--- src/rtl/mem_arbiter_pkg.sv ---
// Shared types and constants for the unified-memory arbiter.
// Latency: none (declarations only). Backpressure: none (declarations only).
package mem_arbiter_pkg;

    // Owner of the read that is outstanding in the current cycle.
    typedef enum logic [1:0] {
        ARB_IDLE  = 2'd0,
        ARB_IF_RD = 2'd1,
        ARB_D_RD  = 2'd2
    } arb_state_t;

    localparam logic [3:0] ARB_BE_ALL = 4'hF;
    localparam int         CONFLICT_W = 16;

endpackage

--- src/rtl/mem_arbiter_if.sv ---
// Fetch, data, flush and memory-macro signals of the unified-memory arbiter.
// Latency: none (wiring). Backpressure: none (wiring).
// Optional MEM_ARB_STATS_EN adds the conflict_cnt_o statistics output.
interface mem_arbiter_if #(
    parameter int ADDR_W = 10
);
    logic              if_req_i;
    logic [ADDR_W-1:0] if_addr_i;
    logic              if_gnt_o;
    logic              if_stall_o;
    logic              if_rvalid_o;
    logic [31:0]       if_rdata_o;

    logic              d_req_i;
    logic              d_we_i;
    logic [ADDR_W-1:0] d_addr_i;
    logic [31:0]       d_wdata_i;
    logic [3:0]        d_be_i;
    logic              d_gnt_o;
    logic              d_rvalid_o;
    logic [31:0]       d_rdata_o;

    logic              flush_i;

    logic              mem_en_o;
    logic              mem_we_o;
    logic [3:0]        mem_be_o;
    logic [ADDR_W-3:0] mem_addr_o;
    logic [31:0]       mem_wdata_o;
    logic [31:0]       mem_rdata_i;
`ifdef MEM_ARB_STATS_EN
    logic [15:0]       conflict_cnt_o;
`endif

    // Arbiter side.
    modport slave (
`ifdef MEM_ARB_STATS_EN
        output conflict_cnt_o,
`endif
        input  if_req_i, if_addr_i, d_req_i, d_we_i, d_addr_i, d_wdata_i, d_be_i,
        input  flush_i, mem_rdata_i,
        output if_gnt_o, if_stall_o, if_rvalid_o, if_rdata_o,
        output d_gnt_o, d_rvalid_o, d_rdata_o,
        output mem_en_o, mem_we_o, mem_be_o, mem_addr_o, mem_wdata_o
    );

    // Pipeline / memory side.
    modport master (
`ifdef MEM_ARB_STATS_EN
        input  conflict_cnt_o,
`endif
        output if_req_i, if_addr_i, d_req_i, d_we_i, d_addr_i, d_wdata_i, d_be_i,
        output flush_i, mem_rdata_i,
        input  if_gnt_o, if_stall_o, if_rvalid_o, if_rdata_o,
        input  d_gnt_o, d_rvalid_o, d_rdata_o,
        input  mem_en_o, mem_we_o, mem_be_o, mem_addr_o, mem_wdata_o
    );
endinterface

--- src/rtl/mem_arbiter_sat_counter.sv ---
// Saturating up-counter with clear; clear wins over increment.
// Latency: count updates at the clock edge after inc/clr. Backpressure: none.
module mem_arbiter_sat_counter #(
    parameter int W   = 4,
    parameter int MAX = 15
) (
    input  logic         clk,
    input  logic         rst,
    input  logic         inc,
    input  logic         clr,
    output logic [W-1:0] cnt
);
    localparam logic [W-1:0] CNT_MAX = W'(MAX);

    always_ff @(posedge clk) begin
        if (!rst) begin
            cnt <= '0;
        end else if (clr) begin
            cnt <= '0;
        end else if (inc && (cnt != CNT_MAX)) begin
            cnt <= cnt + W'(1);
        end
    end
endmodule

--- src/rtl/mem_arbiter.sv ---
// Arbitrates one single-ported memory between fetch and data; data wins unless fetch has starved.
// Latency: grant is combinational, read data returns 1 cycle after grant. Backpressure: loser stalls, no queueing.
// Optional MEM_ARB_STATS_EN counts cycles where both ports request.
module mem_arbiter #(
    parameter int ADDR_W     = 10,
    parameter int STARVE_MAX = 4
) (
    input  logic         clk,
    input  logic         rst,
    mem_arbiter_if.slave bus
);
    import mem_arbiter_pkg::*;

    arb_state_t  state;
    arb_state_t  state_nxt;
    logic        if_gnt;
    logic        d_gnt;
    logic        d_store;
    logic        flush_q;
    logic        starve_inc;
    logic        starve_full;
    logic [3:0]  starve_cnt;

    assign starve_full = (starve_cnt == 4'(STARVE_MAX));

    always_comb begin
        if_gnt    = 1'b0;
        d_gnt     = 1'b0;
        state_nxt = ARB_IDLE;
        if (rst) begin
            if_gnt = bus.if_req_i & ~bus.flush_i & (~bus.d_req_i | starve_full);
            d_gnt  = bus.d_req_i & ~if_gnt;
        end
        // Every state has the same exits, so back-to-back reads need no bubble.
        if (if_gnt) begin
            state_nxt = ARB_IF_RD;
        end else if (d_gnt && !bus.d_we_i) begin
            state_nxt = ARB_D_RD;
        end
    end

    always_ff @(posedge clk) begin
        if (!rst) begin
            state   <= ARB_IDLE;
            flush_q <= 1'b0;
        end else begin
            state   <= state_nxt;
            flush_q <= bus.flush_i;
        end
    end

    assign d_store    = d_gnt & bus.d_we_i;
    assign starve_inc = bus.if_req_i & ~if_gnt;

    assign bus.if_gnt_o   = if_gnt;
    assign bus.d_gnt_o    = d_gnt;
    assign bus.if_stall_o = starve_inc;

    assign bus.mem_en_o    = if_gnt | d_gnt;
    assign bus.mem_we_o    = d_store;
    assign bus.mem_be_o    = d_store ? bus.d_be_i : ARB_BE_ALL;
    assign bus.mem_wdata_o = d_store ? bus.d_wdata_i : 32'h0;
    assign bus.mem_addr_o  = if_gnt ? bus.if_addr_i[ADDR_W-1:2] :
                             d_gnt  ? bus.d_addr_i[ADDR_W-1:2]  : '0;

    // A flush in either the grant or the response cycle kills the fetch reply.
    assign bus.if_rvalid_o = rst & (state == ARB_IF_RD) & ~bus.flush_i & ~flush_q;
    assign bus.d_rvalid_o  = rst & (state == ARB_D_RD);
    assign bus.if_rdata_o  = bus.if_rvalid_o ? bus.mem_rdata_i : 32'h0;
    assign bus.d_rdata_o   = bus.d_rvalid_o  ? bus.mem_rdata_i : 32'h0;

    logic unused_addr_lsbs;
    assign unused_addr_lsbs = ^{bus.if_addr_i[1:0], bus.d_addr_i[1:0]};

    mem_arbiter_sat_counter #(
        .W   (4),
        .MAX (STARVE_MAX)
    ) u_starve_cnt (
        .clk (clk),
        .rst (rst),
        .inc (starve_inc),
        .clr (~starve_inc),
        .cnt (starve_cnt)
    );

`ifdef MEM_ARB_STATS_EN
    mem_arbiter_sat_counter #(
        .W   (CONFLICT_W),
        .MAX ((1 << CONFLICT_W) - 1)
    ) u_conflict_cnt (
        .clk (clk),
        .rst (rst),
        .inc (bus.if_req_i & bus.d_req_i),
        .clr (1'b0),
        .cnt (bus.conflict_cnt_o)
    );
`endif
endmodule

--- src/flat_wrapper.sv ---
// flat-port wrapper written by rule: the top's interface ports become plain ports
module mem_arbiter_flat import mem_arbiter_pkg::*;
#(
    parameter int ADDR_W     = 10,
    parameter int STARVE_MAX = 4
)
  (clk, rst, bus_if_req_i, bus_if_addr_i, bus_d_req_i, bus_d_we_i, bus_d_addr_i, bus_d_wdata_i, bus_d_be_i, bus_flush_i, bus_mem_rdata_i, bus_if_gnt_o, bus_if_stall_o, bus_if_rvalid_o, bus_if_rdata_o, bus_d_gnt_o, bus_d_rvalid_o, bus_d_rdata_o, bus_mem_en_o, bus_mem_we_o, bus_mem_be_o, bus_mem_addr_o, bus_mem_wdata_o);
  mem_arbiter_if #(.ADDR_W(ADDR_W)) bus_i ();
  input  logic clk;
  input  logic rst;
  input wire logic [$bits(bus_i.if_req_i)-1:0] bus_if_req_i;
  input wire logic [$bits(bus_i.if_addr_i)-1:0] bus_if_addr_i;
  input wire logic [$bits(bus_i.d_req_i)-1:0] bus_d_req_i;
  input wire logic [$bits(bus_i.d_we_i)-1:0] bus_d_we_i;
  input wire logic [$bits(bus_i.d_addr_i)-1:0] bus_d_addr_i;
  input wire logic [$bits(bus_i.d_wdata_i)-1:0] bus_d_wdata_i;
  input wire logic [$bits(bus_i.d_be_i)-1:0] bus_d_be_i;
  input wire logic [$bits(bus_i.flush_i)-1:0] bus_flush_i;
  input wire logic [$bits(bus_i.mem_rdata_i)-1:0] bus_mem_rdata_i;
  output wire logic [$bits(bus_i.if_gnt_o)-1:0] bus_if_gnt_o;
  output wire logic [$bits(bus_i.if_stall_o)-1:0] bus_if_stall_o;
  output wire logic [$bits(bus_i.if_rvalid_o)-1:0] bus_if_rvalid_o;
  output wire logic [$bits(bus_i.if_rdata_o)-1:0] bus_if_rdata_o;
  output wire logic [$bits(bus_i.d_gnt_o)-1:0] bus_d_gnt_o;
  output wire logic [$bits(bus_i.d_rvalid_o)-1:0] bus_d_rvalid_o;
  output wire logic [$bits(bus_i.d_rdata_o)-1:0] bus_d_rdata_o;
  output wire logic [$bits(bus_i.mem_en_o)-1:0] bus_mem_en_o;
  output wire logic [$bits(bus_i.mem_we_o)-1:0] bus_mem_we_o;
  output wire logic [$bits(bus_i.mem_be_o)-1:0] bus_mem_be_o;
  output wire logic [$bits(bus_i.mem_addr_o)-1:0] bus_mem_addr_o;
  output wire logic [$bits(bus_i.mem_wdata_o)-1:0] bus_mem_wdata_o;
  assign bus_i.if_req_i = bus_if_req_i;
  assign bus_i.if_addr_i = bus_if_addr_i;
  assign bus_i.d_req_i = bus_d_req_i;
  assign bus_i.d_we_i = bus_d_we_i;
  assign bus_i.d_addr_i = bus_d_addr_i;
  assign bus_i.d_wdata_i = bus_d_wdata_i;
  assign bus_i.d_be_i = bus_d_be_i;
  assign bus_i.flush_i = bus_flush_i;
  assign bus_i.mem_rdata_i = bus_mem_rdata_i;
  assign bus_if_gnt_o = bus_i.if_gnt_o;
  assign bus_if_stall_o = bus_i.if_stall_o;
  assign bus_if_rvalid_o = bus_i.if_rvalid_o;
  assign bus_if_rdata_o = bus_i.if_rdata_o;
  assign bus_d_gnt_o = bus_i.d_gnt_o;
  assign bus_d_rvalid_o = bus_i.d_rvalid_o;
  assign bus_d_rdata_o = bus_i.d_rdata_o;
  assign bus_mem_en_o = bus_i.mem_en_o;
  assign bus_mem_we_o = bus_i.mem_we_o;
  assign bus_mem_be_o = bus_i.mem_be_o;
  assign bus_mem_addr_o = bus_i.mem_addr_o;
  assign bus_mem_wdata_o = bus_i.mem_wdata_o;
  mem_arbiter #(.ADDR_W(ADDR_W), .STARVE_MAX(STARVE_MAX)) u_core (.clk(clk), .rst(rst), .bus(bus_i));
endmodule
--- config.mk ---
export PLATFORM = sky130hd
export DESIGN_NAME = mem_arbiter_flat
export DESIGN_NICKNAME = d
export VERILOG_FILES = /design/src/rtl/mem_arbiter_pkg.sv /design/src/rtl/mem_arbiter_if.sv /design/src/rtl/mem_arbiter_sat_counter.sv /design/src/rtl/mem_arbiter.sv /design/src/flat_wrapper.sv
export SDC_FILE = /design/constraint.sdc
export NUM_CORES = 1
export LEC_CHECK = 0
export ABC_AREA = 1
export BUFFER_PORTS_ARGS = -buffer_cell sky130_fd_sc_hd__buf_2
export CAP_MARGIN = 10
export CORE_MARGIN = 5
export CORE_UTILIZATION = 28
export CTS_CLUSTER_DIAMETER = 30
export DETAILED_ROUTE_END_ITERATION = 6
export PLACE_DENSITY = 0.8
export SLEW_MARGIN = 10
export SYNTH_ARGS = -nofsm -noshare
export SYNTH_HDL_FRONTEND = slang
export SYNTH_SLANG_ARGS = --single-unit
--- constraint.sdc ---
create_clock -name clk -period 1.3 [get_ports clk]
set_input_delay 0.065 -clock clk [delete_from_list [all_inputs] [get_ports clk]]
set_output_delay 0.065 -clock clk [all_outputs]
set_load 0.02 [all_outputs]
==> results.cfg, run 1 <==
[power_and_ir_drop]
p_switching_w = 0.000491
clkPwrFrac_pct = 25.0
sequentialPowerShare_pct = 18.3
p_int_w = 0.000765
powerDensity_nw_per_um2 = 392
p_sw_share_pct = 39.1
combPwrFrac_pct = 56.8
ir_worst_vdd_uv = 318
p_leak_nw = 2.07

[yosys]
synth.most_common_cell = inv_1
synth_edf_count = 0
yosysWarnings = 0
yosys_register_bits = 7
synthFlopType = dfxtp_1
synthesis.area_um2 = 1450
syn_avg_cell_area_um2 = 5.65
async_flop_share_pct = 0
yosysSeqAreaShare_pct = 9.69
synth_largest_area_cell = nor2_4
synth_area_leaders = nor2_4, inv_1, nor2_1
synth_cells = 256
synth_nets = 352
yosys-top-cells-count = inv_1, nor2_1, nand2_1
synthDistinctLibCells = 20
synth_top_area_share_pct = 23.4

[min_path]
holdPathStages = 3
hold-path-endpoint = u_core.flush_q$_SDFF_PN0_
hp-class = in2reg
worstHoldStart = bus_flush_i

[setup_path]
r2r_cells = 11
critPathLaunchType = flop
rr_startpoint = u_core.u_starve_cnt.cnt[0]$_SDFFE_PN0P_
required_ns = 1.24
cp.arrival_ns = 1.67
rrSetupSlack_ns = -0.09
r2r-end = u_core.u_starve_cnt.cnt[1]$_SDFFE_PN0P_
critPathMaxFanout = 6
crit_type = reg2out
endpoint_kind = output pin

[outcome]
violations = setup timing
status = finished with violations

[sta]
drv_slew = 0
rsz0062_at_grt = true
fin_skew_ns = 0.00509
fin_crit_ns = 1.73
hold_ws_ns = 0.114
fin_setup_tns_ns = -17.30
worst_slack_ns = -0.433
max-slew-margin-rel_pct = 79.8
setup_viol = 81
max_freq_mhz = 577
tightest_slew_ns = 0.301
period_share_pct = 133
finalHoldViolCount = 0

[routing]
drt_iter0_markers = 22
wl_per_cell_um = 12.9
wirelength_mm = 7.07
final_antenna_net_count = 0
drcViolationCount = 0
vias = 2274
avgViaCountPerCell = 4.13
drt_pass1_iterations = 4

[clocking]
clk_latency_ns = 0.23
numCtsBuffers = 3
cts.clk_slew.worst_paths_ns = 0.04
cts_root_buf = clkbuf_8
htreeDepth = 1
cts_tree = yes
clk_path_buf_depth = 2
clkSinkCount = 7
cts_hold_buf = 0

[run]
drv_cap = 0

[floorplanning]
die_area_um2 = 6700
core_um2 = 5070
num_rows = 26
num_io_pins = 209
die_x_um = 81.9
initial_core_util_pct = 28.5
dieHeight_um = 81.9

[global_routing]
grt_pass1_vias = 2250
track_usage_pct = 18.2
antenna_found_initial = 0
grt_max_degree = 34
grt_first_pass_wirelength_mm = 9.71
gr-total-overflow = 0

[placed_design]
pre_cts_ws_ns = -0.187
portBuffers = 204
finalWeightedCongestion = 0.753
dp_hpwl_mm = 5.24

[layout]
antenna_cells = 0
areaGrowthSynthToFinish_pct = 122
nets = 577
drive_gt1_share_pct = 61.5
## cell usage in the layout, fill, tap and decap left out
cell	synthesis	routed
buf_4	0	15
and3_2	0	1
nor2_4	30	33
clkbuf_8	0	3
nand2_4	0	3
nand3_4	2	2
o21ai_0	2	2
nor2_1	76	73
xor2_1	1	1
ha_4	0	1
ha_1	2	1
nand2_8	1	2
inv_8	0	2
clkbuf_1	3	1
inv_1	80	77
buf_6	0	58
buf_2	3	152
a21boi_0	1	1
nand2_1	33	19
inv_4	0	1
dfxtp_2	0	2
nand4_1	1	1
nand3_2	0	1
nand2_2	2	13
inv_2	2	3
nand3_1	5	4
buf_12	3	3
dfxtp_1	7	5
## flip-flops by register name, summed over array words and instances, names as in the netlist
name / count
u_core.u_starve_cnt.cnt: 4
u_core.flush_q: 1
u_core.state: 2
## timing repair
| action | 4_1_cts | 5_1_grt |
|---|---|---|
| endpoints found under the setup margin | 81 | 105 |
| resized for setup | 115 | 14 |
| buffers inserted | 5 | 2 |
| pin swaps | 8 | 7 |
| cloned | 1 | 0 |
## per-layer routing
layer / vias up / GRT usage [%] / wire (µm)
li1: 1147 / - / -
met1: 968 / 16.8 / 2180
met2: 138 / 36.6 / 3880
met3: 21 / 5.04 / 820
met4: 0 / 7.64 / 187
met5: - / 0 / 0
## critical path, stage by stage (launching register included)
cell	delay (ns)
dfxtp_2	0.33
inv_2	0.05
ha_4	0.16
nand3_4	0.07
nand2_4	0.06
nand2_4	0.07
nand3_4	0.10
inv_8	0.10
nand2_8	0.08
buf_12	0.16
nor2_4	0.13
buf_6	0.13
## worst max-delay path by stage
stage                                                        from             endpoint  slack, ns
after floorplan           u_core.u_starve_cnt.cnt[0]$_SDFFE_PN0P_   bus_mem_wdata_o[0]      -0.15
after global placement    u_core.u_starve_cnt.cnt[0]$_SDFFE_PN0P_   bus_mem_wdata_o[0]      -0.14
after detailed placement  u_core.u_starve_cnt.cnt[0]$_SDFFE_PN0P_  bus_mem_wdata_o[31]      -0.19
after CTS                 u_core.u_starve_cnt.cnt[0]$_SDFFE_PN0P_      bus_mem_be_o[0]      -0.40
after global routing      u_core.u_starve_cnt.cnt[0]$_SDFFE_PN0P_      bus_mem_be_o[3]      -0.53
final                     u_core.u_starve_cnt.cnt[0]$_SDFFE_PN0P_  bus_mem_wdata_o[20]      -0.43
## metrics by stage
stage               instances  util, %  cell area, µm²  total power [W]
floorplan                 256        -            1500         0.000557
global placement          538     52.9            2680         0.000803
detailed placement        538     52.9            2680         0.000818
CTS                       548     61.9            3140          0.00123
global route              550     63.2            3210          0.00133
finish                    550     63.2            3210          0.00126
## kinds of logic (layout without fill, tap and decap cells)
| family | after synthesis | count (layout) | synth area share, % |
|---|---|---|---|
| simple gates | 151 | 152 | 58.9 |
| fa+ha+maj | 2 | 2 | 1.73 |
| xor+xnor | 1 | 1 | 0.606 |
| compound gates | 3 | 3 | 1.21 |
| buf+inv | 92 | 315 | 27.9 |
| flops | 7 | 7 | 9.69 |
## power by group through the flow
stage                     logic (W)  clock network [W]  registers, W
final                      0.000713           0.000314      0.000229
after global routing       0.000769           0.000335      0.000229
after CTS                  0.000685           0.000319      0.000229
after detailed placement   0.000585                  0      0.000233
after global placement     0.000571                  0      0.000232
after floorplan            0.000324                  0      0.000233
## layout make-up
class,instances,area [µm²]
fillers,401,1870
inverters,83,329
clock buffers,4,45.0
flip-flops and latches,7,143
repair buffers,228,1590
multi-input cells,158,1010
well taps,70,87.6
(Power assumes the default switching activity.)
==> run 2: changes to the inputs <==
--- a/config.mk
+++ b/config.mk
@@ -10,6 +10,7 @@
 export CAP_MARGIN = 10
 export CORE_MARGIN = 5
 export CORE_UTILIZATION = 28
+export CTS_BUF_LIST = sky130_fd_sc_hd__clkbuf_4
 export CTS_CLUSTER_DIAMETER = 30
 export DETAILED_ROUTE_END_ITERATION = 6
 export PLACE_DENSITY = 0.8
==> results.cfg, run 2 (same netlist as run 1, synthesis figures left out) <==
[outcome]
status = finished with violations
violations = setup timing

[sta]
worst_slack_ns = -0.464
period_share_pct = 136
max-slew-margin-rel_pct = 80.0
drv_slew = 0
setup_viol = 84
fin_crit_ns = 1.76
finalHoldViolCount = 0
rsz0062_at_grt = true
fin_skew_ns = 0.00451
max_freq_mhz = 567
tightest_slew_ns = 0.299

[power_and_ir_drop]
powerDensity_nw_per_um2 = 364
finalPower_w = 0.00116
ir_worst_vdd_uv = 304
p_leak_nw = 2.07

[clocking]
clk_latency_ns = 0.25
numCtsBuffers = 3
clkSinkCount = 7
cts.clk_slew.worst_paths_ns = 0.05
clk_path_buf_depth = 2
cts_root_buf = clkbuf_4
htreeDepth = 1
cts_tree = yes
cts_hold_buf = 0

[setup_path]
crit_start = u_core.u_starve_cnt.cnt[0]$_SDFFE_PN0P_
path_cells = inv_2 > ha_4 > nand3_4 > nand2_4 > nand2_4 > nand3_4 > inv_8 > nand2_8 > buf_12 > nor2_4 > buf_6
crit_type = reg2out
critPathMaxFanout = 6
rr_startpoint = u_core.u_starve_cnt.cnt[0]$_SDFFE_PN0P_
cp.arrival_ns = 1.70
cp_slowest_cell = dfxtp_2
critPathMaxStageDelay_ns = 0.33
cp_top_family = simple AND/OR/NAND/NOR gates
critPathLaunchType = flop
endpoint_kind = output pin
crit_buf_inv = 4
required_ns = 1.24

[layout]
nets = 578
drive_gt1_share_pct = 61.5
fillers = 401
antenna_cells = 0
areaGrowthSynthToFinish_pct = 121
fin_area_um2 = 3190
final_util_pct = 62.9
largest_registers = u_core.u_starve_cnt.cnt: 4 flops, u_core.state: 2 flops, u_core.flush_q: 1 flops
final_cells = 551
largest_register_ffs = 4
layout_common_cells = buf_2, inv_1, nor2_1
top_register = u_core.u_starve_cnt.cnt
final_common_cell = buf_2

[placed_design]
finalWeightedCongestion = 0.753
pre_cts_ws_ns = -0.187
dp_hpwl_mm = 5.24
portBuffers = 204
placed_area_um2 = 2680
dp_cells = 538

[floorplanning]
dieHeight_um = 81.9
initial_core_util_pct = 28.5
num_rows = 26
die_area_um2 = 6700
num_io_pins = 209
core_um2 = 5070
die_x_um = 81.9

[routing]
wl_per_cell_um = 12.7
drt_iter0_markers = 40
drcViolationCount = 0
vias = 2264
final_antenna_net_count = 0
avgViaCountPerCell = 4.11
wirelength_mm = 7.01
drt_pass1_iterations = 4

[run]
drv_cap = 0

[min_path]
worstHoldStart = bus_flush_i
hp-class = in2reg

[global_routing]
antenna_found_initial = 0
track_usage_pct = 18.0
gr-total-overflow = 0
grt_first_pass_wirelength_mm = 9.60
grt_max_degree = 34
grt_pass1_vias = 2229
[run 2: final cells by class]
cell class / count / area [µm²] / share of cell area, %
timing repair buffer: 229 / 1600 / 50.0
tap: 70 / 87.6 / 2.74
inverter: 83 / 329 / 10.3
clock buffer: 4 / 30.0 / 0.940
sequential: 7 / 143 / 4.47
multi-input combinational: 158 / 1010 / 31.5
[run 2: routing by layer]
layer,GRT usage [%],vias up,share of wire (%)
met4,7.31,0,2.3
li1,-,1149,-
met5,0,-,0
met1,16.5,952,31
met2,36.0,145,55
met3,5.48,18,12
[run 2: repair_timing]
action	CTS	global route
buffers inserted	5	3
setup endpoints to repair	81	117
resized for setup	114	15
pin swaps	8	6
cloned	1	0
[run 2: power by group]
part           switching, W  internal [W]  leakage [nW]  total, W
combinational      0.000384      0.000328          1.99  0.000712
sequential       0.00000461      0.000223        0.0580  0.000228
clock             0.0000858      0.000138        0.0184  0.000224
total              0.000475      0.000689          2.07   0.00116
[run 2: path summary, 6_finish.rpt]
path                                                   to  slack [ns]  depth (start not counted)
setup / recovery                      bus_mem_wdata_o[20]       -0.46                         11
hold / removal                  u_core.flush_q$_SDFF_PN0_        0.05                          3
setup reg to reg  u_core.u_starve_cnt.cnt[1]$_SDFFE_PN0P_       -0.20                         12
hold reg to reg   u_core.u_starve_cnt.cnt[3]$_SDFFE_PN0P_        0.64                          3
[run 2: worst reg2reg max path: stages, from the launching register on]
cell and delay (ns):
dfxtp_2 0.33, inv_2 0.05, ha_4 0.16, nand3_4 0.07, nand2_4 0.06, buf_4 0.13
buf_4 0.12, nand3_2 0.09, buf_6 0.11, buf_4 0.10, nand4_1 0.07, nand2_1 0.06
inv_1 0.04
[run 2: through the flow]
step	hold slack, ns	setup TNS (ns)
6_report	0.0517	-20.32
5_1_grt	0.0625	-27.26
4_1_cts	0.0415	-19.50
3_5_place_dp	0.295	-6.98
3_3_place_gp	0.281	-5.10
2_1_floorplan	0.137	-4.27
